--- src/rtl/seq_mult.sv ---
// ---------------------------------------------------------------------------
// seq_mult -- sequential shift-add multiplier for the ALU datapath.
//
// Takes two size-bit operands on a start strobe and retires one partial
// product per clock. After size iterations it loads a registered 2*size-bit
// product and pulses done for one cycle. The product is held until the next
// completion, so a downstream pipeline register may sample p on any cycle and
// treat done as its "new data" qualifier.
//
// Ports
//   clk    in   1        rising-edge clock
//   rst_n  in   1        asynchronous active-low reset
//   start  in   1        multiply request, sampled only while idle
//   a      in   size     multiplicand, sampled with start
//   b      in   size     multiplier, sampled with start
//   busy   out  1        high while a multiply is in progress
//   done   out  1        one-cycle pulse, p carries a new result
//   p      out  2*size   registered product, held between completions
//
// Configuration macro
//   SEQ_MULT_SIGNED_EN  when defined, a/b/p are two's complement. Operand
//                       magnitudes are multiplied and the result is negated
//                       when the operand signs differ. Latency is unchanged.
//                       When undefined, the block is unsigned only.
// ---------------------------------------------------------------------------
module seq_mult #(
  parameter int size = 4
) (
  input  logic                clk,
  input  logic                rst_n,
  input  logic                start,
  input  logic [size-1:0]     a,
  input  logic [size-1:0]     b,
  output logic                busy,
  output logic                done,
  output logic [2*size-1:0]   p
);

  // The counter only has to reach size-1. The extra headroom keeps the
  // compare simple for any legal size.
  localparam int CW = $clog2(size + 1);

  typedef enum logic {
    IDLE,
    RUN
  } state_t;

  state_t              state_q;
  logic [size-1:0]     mcand_q;
  logic [size-1:0]     mplier_q;
  // One bit wider than the product to hold the carry of each partial add.
  // The shift always brings a 0 into the top bit.
  logic [2*size:0]     acc_q;
  logic [CW-1:0]       cnt_q;
  logic                busy_q;
  logic                done_q;
  logic [2*size-1:0]   p_q;
`ifdef SEQ_MULT_SIGNED_EN
  logic                sign_q;
`endif

  logic [size-1:0]     opA_d;
  logic [size-1:0]     opB_d;
  logic [size:0]       upperSum;
  logic [2*size:0]     accAdd;
  logic [2*size:0]     acc_d;
  logic                lastIter;
  logic [2*size-1:0]   result_d;

  // Operand capture values. In signed mode the magnitudes are latched. The
  // most-negative value maps to 2^(size-1), which still fits in size
  // unsigned bits, so the most-negative case stays exact.
  always_comb begin
    opA_d = a;
    opB_d = b;
`ifdef SEQ_MULT_SIGNED_EN
    if (a[size-1]) begin
      opA_d = ~a + size'(1);
    end
    if (b[size-1]) begin
      opB_d = ~b + size'(1);
    end
`endif
  end

  // One shift-add step. Add the multiplicand into the upper size+1 bits when
  // the current multiplier LSB is set, then shift the whole accumulator
  // right. After size steps the low 2*size bits hold the full product.
  always_comb begin
    upperSum = acc_q[2*size:size] + {1'b0, mcand_q};
    accAdd   = acc_q;
    if (mplier_q[0]) begin
      accAdd = {upperSum, acc_q[size-1:0]};
    end
    acc_d    = {1'b0, accAdd[2*size:1]};
    lastIter = (cnt_q == CW'(size - 1));
    result_d = acc_d[2*size-1:0];
`ifdef SEQ_MULT_SIGNED_EN
    if (sign_q) begin
      result_d = ~acc_d[2*size-1:0] + (2*size)'(1);
    end
`endif
  end

  // Control FSM and datapath registers. All outputs are registered.
  // done_q defaults low every edge, so it is a single-cycle pulse unless the
  // edge completes another multiply.
  always_ff @(posedge clk or negedge rst_n) begin
    if (!rst_n) begin
      state_q  <= IDLE;
      mcand_q  <= '0;
      mplier_q <= '0;
      acc_q    <= '0;
      cnt_q    <= '0;
      busy_q   <= 1'b0;
      done_q   <= 1'b0;
      p_q      <= '0;
`ifdef SEQ_MULT_SIGNED_EN
      sign_q   <= 1'b0;
`endif
    end else begin
      done_q <= 1'b0;
      case (state_q)
        IDLE: begin
          if (start) begin
            mcand_q  <= opA_d;
            mplier_q <= opB_d;
            acc_q    <= '0;
            cnt_q    <= '0;
`ifdef SEQ_MULT_SIGNED_EN
            sign_q   <= a[size-1] ^ b[size-1];
`endif
            busy_q   <= 1'b1;
            state_q  <= RUN;
          end
        end
        RUN: begin
          acc_q    <= acc_d;
          mplier_q <= mplier_q >> 1;
          cnt_q    <= cnt_q + CW'(1);
          if (lastIter) begin
            p_q     <= result_d;
            done_q  <= 1'b1;
            busy_q  <= 1'b0;
            state_q <= IDLE;
          end
        end
      endcase
    end
  end

  assign busy = busy_q;
  assign done = done_q;
  assign p    = p_q;

endmodule

--- config.mk ---
export PLATFORM = sky130hd
export DESIGN_NAME = seq_mult
export DESIGN_NICKNAME = d
export VERILOG_FILES = /design/src/rtl/seq_mult.sv
export SDC_FILE = /design/constraint.sdc
export NUM_CORES = 1
export LEC_CHECK = 0
export CAP_MARGIN = 40
export CORE_MARGIN = 1.5
export CORE_UTILIZATION = 33
export DETAILED_ROUTE_END_ITERATION = 12
export GPL_TIMING_DRIVEN = 0
export SLEW_MARGIN = 20
export SYNTH_ARGS = -nofsm -noshare
export SYNTH_HDL_FRONTEND = slang
export SYNTH_SLANG_ARGS = --single-unit
--- constraint.sdc ---
create_clock -name clk -period 2.3 [get_ports clk]
set_clock_uncertainty 0.1 [all_clocks]
set_input_delay 0.46 -clock clk [delete_from_list [all_inputs] [get_ports clk]]
set_output_delay 0.46 -clock clk [all_outputs]
set_load 0.02 [all_outputs]
# Yosys cells after proc, flatten, opt, wreduce, memory -nomap -nowiden
# Index checks and enable logic that the tools add are counted.
dict set report totals {
  word_cells 32
  inputBits 11
  ff_bits 31
}
dict set report classes {
  n_eq_ne 3
  reduce_logical 3
  mux 15
  n_bitwise 1
  addsub 2
}
# operator n
set op_table {}
lappend op_table {{$mux W9} 2}
lappend op_table {{$pmux W9 S2} 1}
lappend op_table {{$pmux W4 S2} 1}
lappend op_table {{$mux W1} 6}
lappend op_table {{$pmux W3 S2} 1}
lappend op_table {{$reduce_and A2 Y1} 3}
lappend op_table {{$add A5 B4 Y5} 1}
lappend op_table {{$mux W4} 1}
lappend op_table {{$pmux W1 S2} 2}
lappend op_table {{$add A3 B1 Y3 const B} 1}
lappend op_table {{$eq A3 B2 Y1 const B} 1}
lappend op_table {{$mux W3} 1}
lappend op_table {{$ne A2 B1 Y1 const B} 1}
lappend op_table {{$ne A2 B2 Y1 const B} 1}
lappend op_table {{$not A1 Y1} 1}

# Longest topological paths before layout
dict set report depth {
  word_depth 3
  mapped_depth 7
  mapped_depth_nobuf 6
}

# Least setup slack after synthesis
# Ideal clock, no wire load.
dict set report synth_path {
  path_kind {register to register}
  startpoint {reg mcand_q[0]}
  endpoint {reg p_q[4] (netlist: p[4])}
  period_less_slack_ns 1.724
  setup_ns 0.125
  path_stages_with_launch 5
  n_path_buf 0
  t_arrival_ns 1.499
  slack_ns 0.576
  path_cell_list {dfrtp_1 > ha_1 > fa_1 > mux2_2 > mux2_2}
}
dict set report synth_between {
  elab_chain_cells 2
}
# item line_no
set synth_lines {}
lappend synth_lines {{start: declaration} 49} ;# logic [size-1:0] mcand_q;
lappend synth_lines {{start signal: assignment} 126} ;# mcand_q <= opA_d;
lappend synth_lines {{$add A5 B4 Y5} 90} ;# upperSum = acc_q[2*size:size] + {1'b0, mcand_q};
lappend synth_lines {{$mux W9} 92} ;# if (mplier_q[0]) begin
lappend synth_lines {{end signal: assignment} 142} ;# p_q <= result_d;
lappend synth_lines {{end: declaration} 57} ;# logic [2*size-1:0] p_q;
# Every way passes these cells.
# A chain may end at the register's enable or synchronous reset.

# Worst setup path after layout
dict set report layout_path {
  startpoint {reg acc_q[4]}
  endpoint {reg acc_q[7]}
}
dict set report layout_between {
  elab_chain_cells 3
}
# item line_no
set layout_lines {}
lappend layout_lines {{start: declaration} 53} ;# logic [2*size:0] acc_q;
lappend layout_lines {{start signal: assignment} 113} ;# acc_q <= '0;
lappend layout_lines {{start signal: assignment} 128} ;# acc_q <= '0;
lappend layout_lines {{start signal: assignment} 138} ;# acc_q <= acc_d;
lappend layout_lines {{$add A5 B4 Y5} 90}
lappend layout_lines {{$mux W9} 92}
lappend layout_lines {{$pmux W9 S2} 123} ;# case (state_q)
# Every way passes these cells.

==> flow_summary.yaml <==
timing:
  final_max_slew_viol_count: 0
  tns_ns: 0
  setup_viol: 0
  tightest_slew_ns: 0.645
  min_period_ns: 1.84
  fin_crit_sh: 0.798
  rsz0062_at_grt: "no"
  hold_viol_final: 0
  max-slew-margin-rel: 0.570
  fmax_mhz: 545
  hold_ws_ns: 0.101
final_layout:
  fillers: 391
  drive_gt1_frac: 0.199
  n_antenna_cell: 0
  nets: 163
  multi_input_area_sq_um: 596
  stdcell_area_sq_um: 1760
  syn_to_final_growth_pct: 27.0
  fin_util: 0.437
  ff_latch_area_sq_um: 726
clock_tree:
  holdBufCountCts: 0
  cts_tree: "built"
  cts.sinks: 29
  cts-htree-levels: 2
  cts_made_buffers: 5
  clkTransAtPathRegs_ns: 0.07
  clk_latency_ns: 0.28
  cts_resized: 0
  clockRootBuffer: "clkbuf_8"
  post_cts_buffers: 0
  clk_path_buf_depth: 2
yosys:
  yosysTopAreaCell: "dfrtp_1"
  ys_top_cells_by_area: "dfrtp_1 (52%), mux2_2 (7.3%), ha_1 (5.4%)"
  synthFlopType: "dfrtp_1"
  synth_edf_count: 0
  synth.most_common_cell: "dfrtp_1"
  ys_warn_count: 0
  syn_nets: 136
  ys_types: 29
  synth_cells: 118
  yosysSeqAreaShare: 0.524
  synthTopCellsByCount: "dfrtp_1 (29), nand2_1 (13), mux2_2 (9)"
  synth_area_sq_um: 1390
  avgSynthCellArea_sq_um: 11.7
  synthArstFlopShare: 1.00
  synth_top_area_share: 0.524
  ys_ff_latch: 29
power_and_ir_drop:
  irDropWorstVdd_v: 0.000786
  power.density_nw_per_um2: 1300
  total_power_w: 0.00228
  p_leak_nw: 0.827
setup_path:
  cp_max_fo: 3
  critPathSlowestCell: "dfrtp_1"
  endpoint_kind: "register"
  critPathMaxStageDelay_ns: 0.40
  crit_buf_inv: 0
  worst_setup_path_start_kind: "register"
  critPathTopFamily: "adder cells"
  crit_chain: "ha_1 -> fa_1 -> a21o_1 -> a21oi_1 -> o32ai_1"
  critical_path_class: "register to register"
  required_ns: 2.34
  worstPathArrival_ns: 1.88
floorplanning:
  rows: 23
  die_x_um: 67.8
  die-area_sq_um: 4590
  initial_utilization: 0.344
  die_y_um: 67.8
  coreArea_sq_um: 4030
  io-pin-count: 21
drt:
  via_per_inst: 4.89
  drt_wl_total_um: 2690
  drt_iter0_drc: 57
  antenna_left: 0
  drcViolationCount: 0
  first_pass_iters: 4
  vias: 959
  wire_per_inst_um: 13.7
placement:
  postPlaceCellArea_sq_um: 1640
  portBuffers: 20
  dp_hpwl_um: 1910
  gp_congestion: 0.807
run_status:
  status: "complete, no violations"
hold_path:
  hp-class: "input port to async pin"
grt:
  antenna_found_initial: 0
  grt_use_total: 0.135
  grt-ovfl-total: 0
  grt_pass1_wl_um: 4460
  grt_pass1_vias: 965
  grt_max_degree: 30
run:
  drv_cap: 0
==> through the flow <==
stage,cells,setup WS (ns)
6_report,196,0.464
5_1_grt,196,0.382
4_1_cts,196,0.457
3_5_place_dp,188,0.411
3_3_place_gp,188,0.195
2_1_floorplan,118,0.576
==> registers in the layout, indices dropped and copies added, names as in the netlist <==
register,count
acc_q,7
busy,1
cnt_q,3
done,1
mcand_q,4
mplier_q,4
p,8
state_q,1
==> layer usage <==
metal	vias to the layer above	wire length (um)	GRT usage	part of all wire
li1	457	-	-	-
met3	2	120	0.0550	0.045
met4	0	23	0.0525	0.0086
met1	480	1280	0.171	0.48
met5	-	0	0	0
met2	20	1260	0.205	0.47
==> cells in the final DEF, fill, tap and decap left out, types with 2 or more instances in the layout <==
master	instances
inv_1	4
clkbuf_8	6
clkdlybuf4s50_1	19
nand2b_1	6
a22o_1	2
o21ai_0	8
mux2_2	9
nand2_1	13
mux2i_1	7
mux2_4	2
buf_6	3
dfrtp_1	29
nor2_1	6
a21oi_1	4
ha_1	6
buf_2	4
a21o_1	2
==> cell families (layout without fill, tap and decap cells) <==
kind of cell	after synthesis	after routing	synth area share
XOR/XNOR	1	1	0.00632
flip-flops	29	29	0.524
AO/OA/AOI/OAI	20	20	0.0867
adder cells (fa/ha/maj)	7	7	0.0687
buffers and inverters	10	38	0.0461
AND/OR/NAND/NOR	33	33	0.123
multiplexers	18	18	0.145
==> power by group <==
part	switching [W]	internal, W
Clock	0.000194	0.000353
Combinational	0.000436	0.000463
Sequential	0.000127	0.000711
==> cell type report <==
| cell class | count | area share |
|---|---|---|
| tap | 50 | 0.0356 |
| inverter | 4 | 0.00853 |
| clock buffer | 7 | 0.0491 |
| clock inverter | 1 | 0.0171 |
| multi-input combinational | 79 | 0.339 |
| sequential | 29 | 0.413 |
| buffer | 6 | 0.0277 |
| timing repair buffer | 20 | 0.111 |
==> worst paths after layout <==
check | from | to | slack, ns | cells past startpoint
max | acc_q[4] | acc_q[7] | 0.46 | 5
min | rst_n | p[2] | 0.10 | 1
max reg2reg | acc_q[4] | acc_q[7] | 0.46 | 5
min reg2reg | mplier_q[3] | mplier_q[2] | 0.39 | 2
max in group asynchronous | rst_n | acc_q[7] | 1.57 | 1
min in group clk | mplier_q[3] | mplier_q[2] | 0.39 | 2
Power figures use the tool's default switching activity.
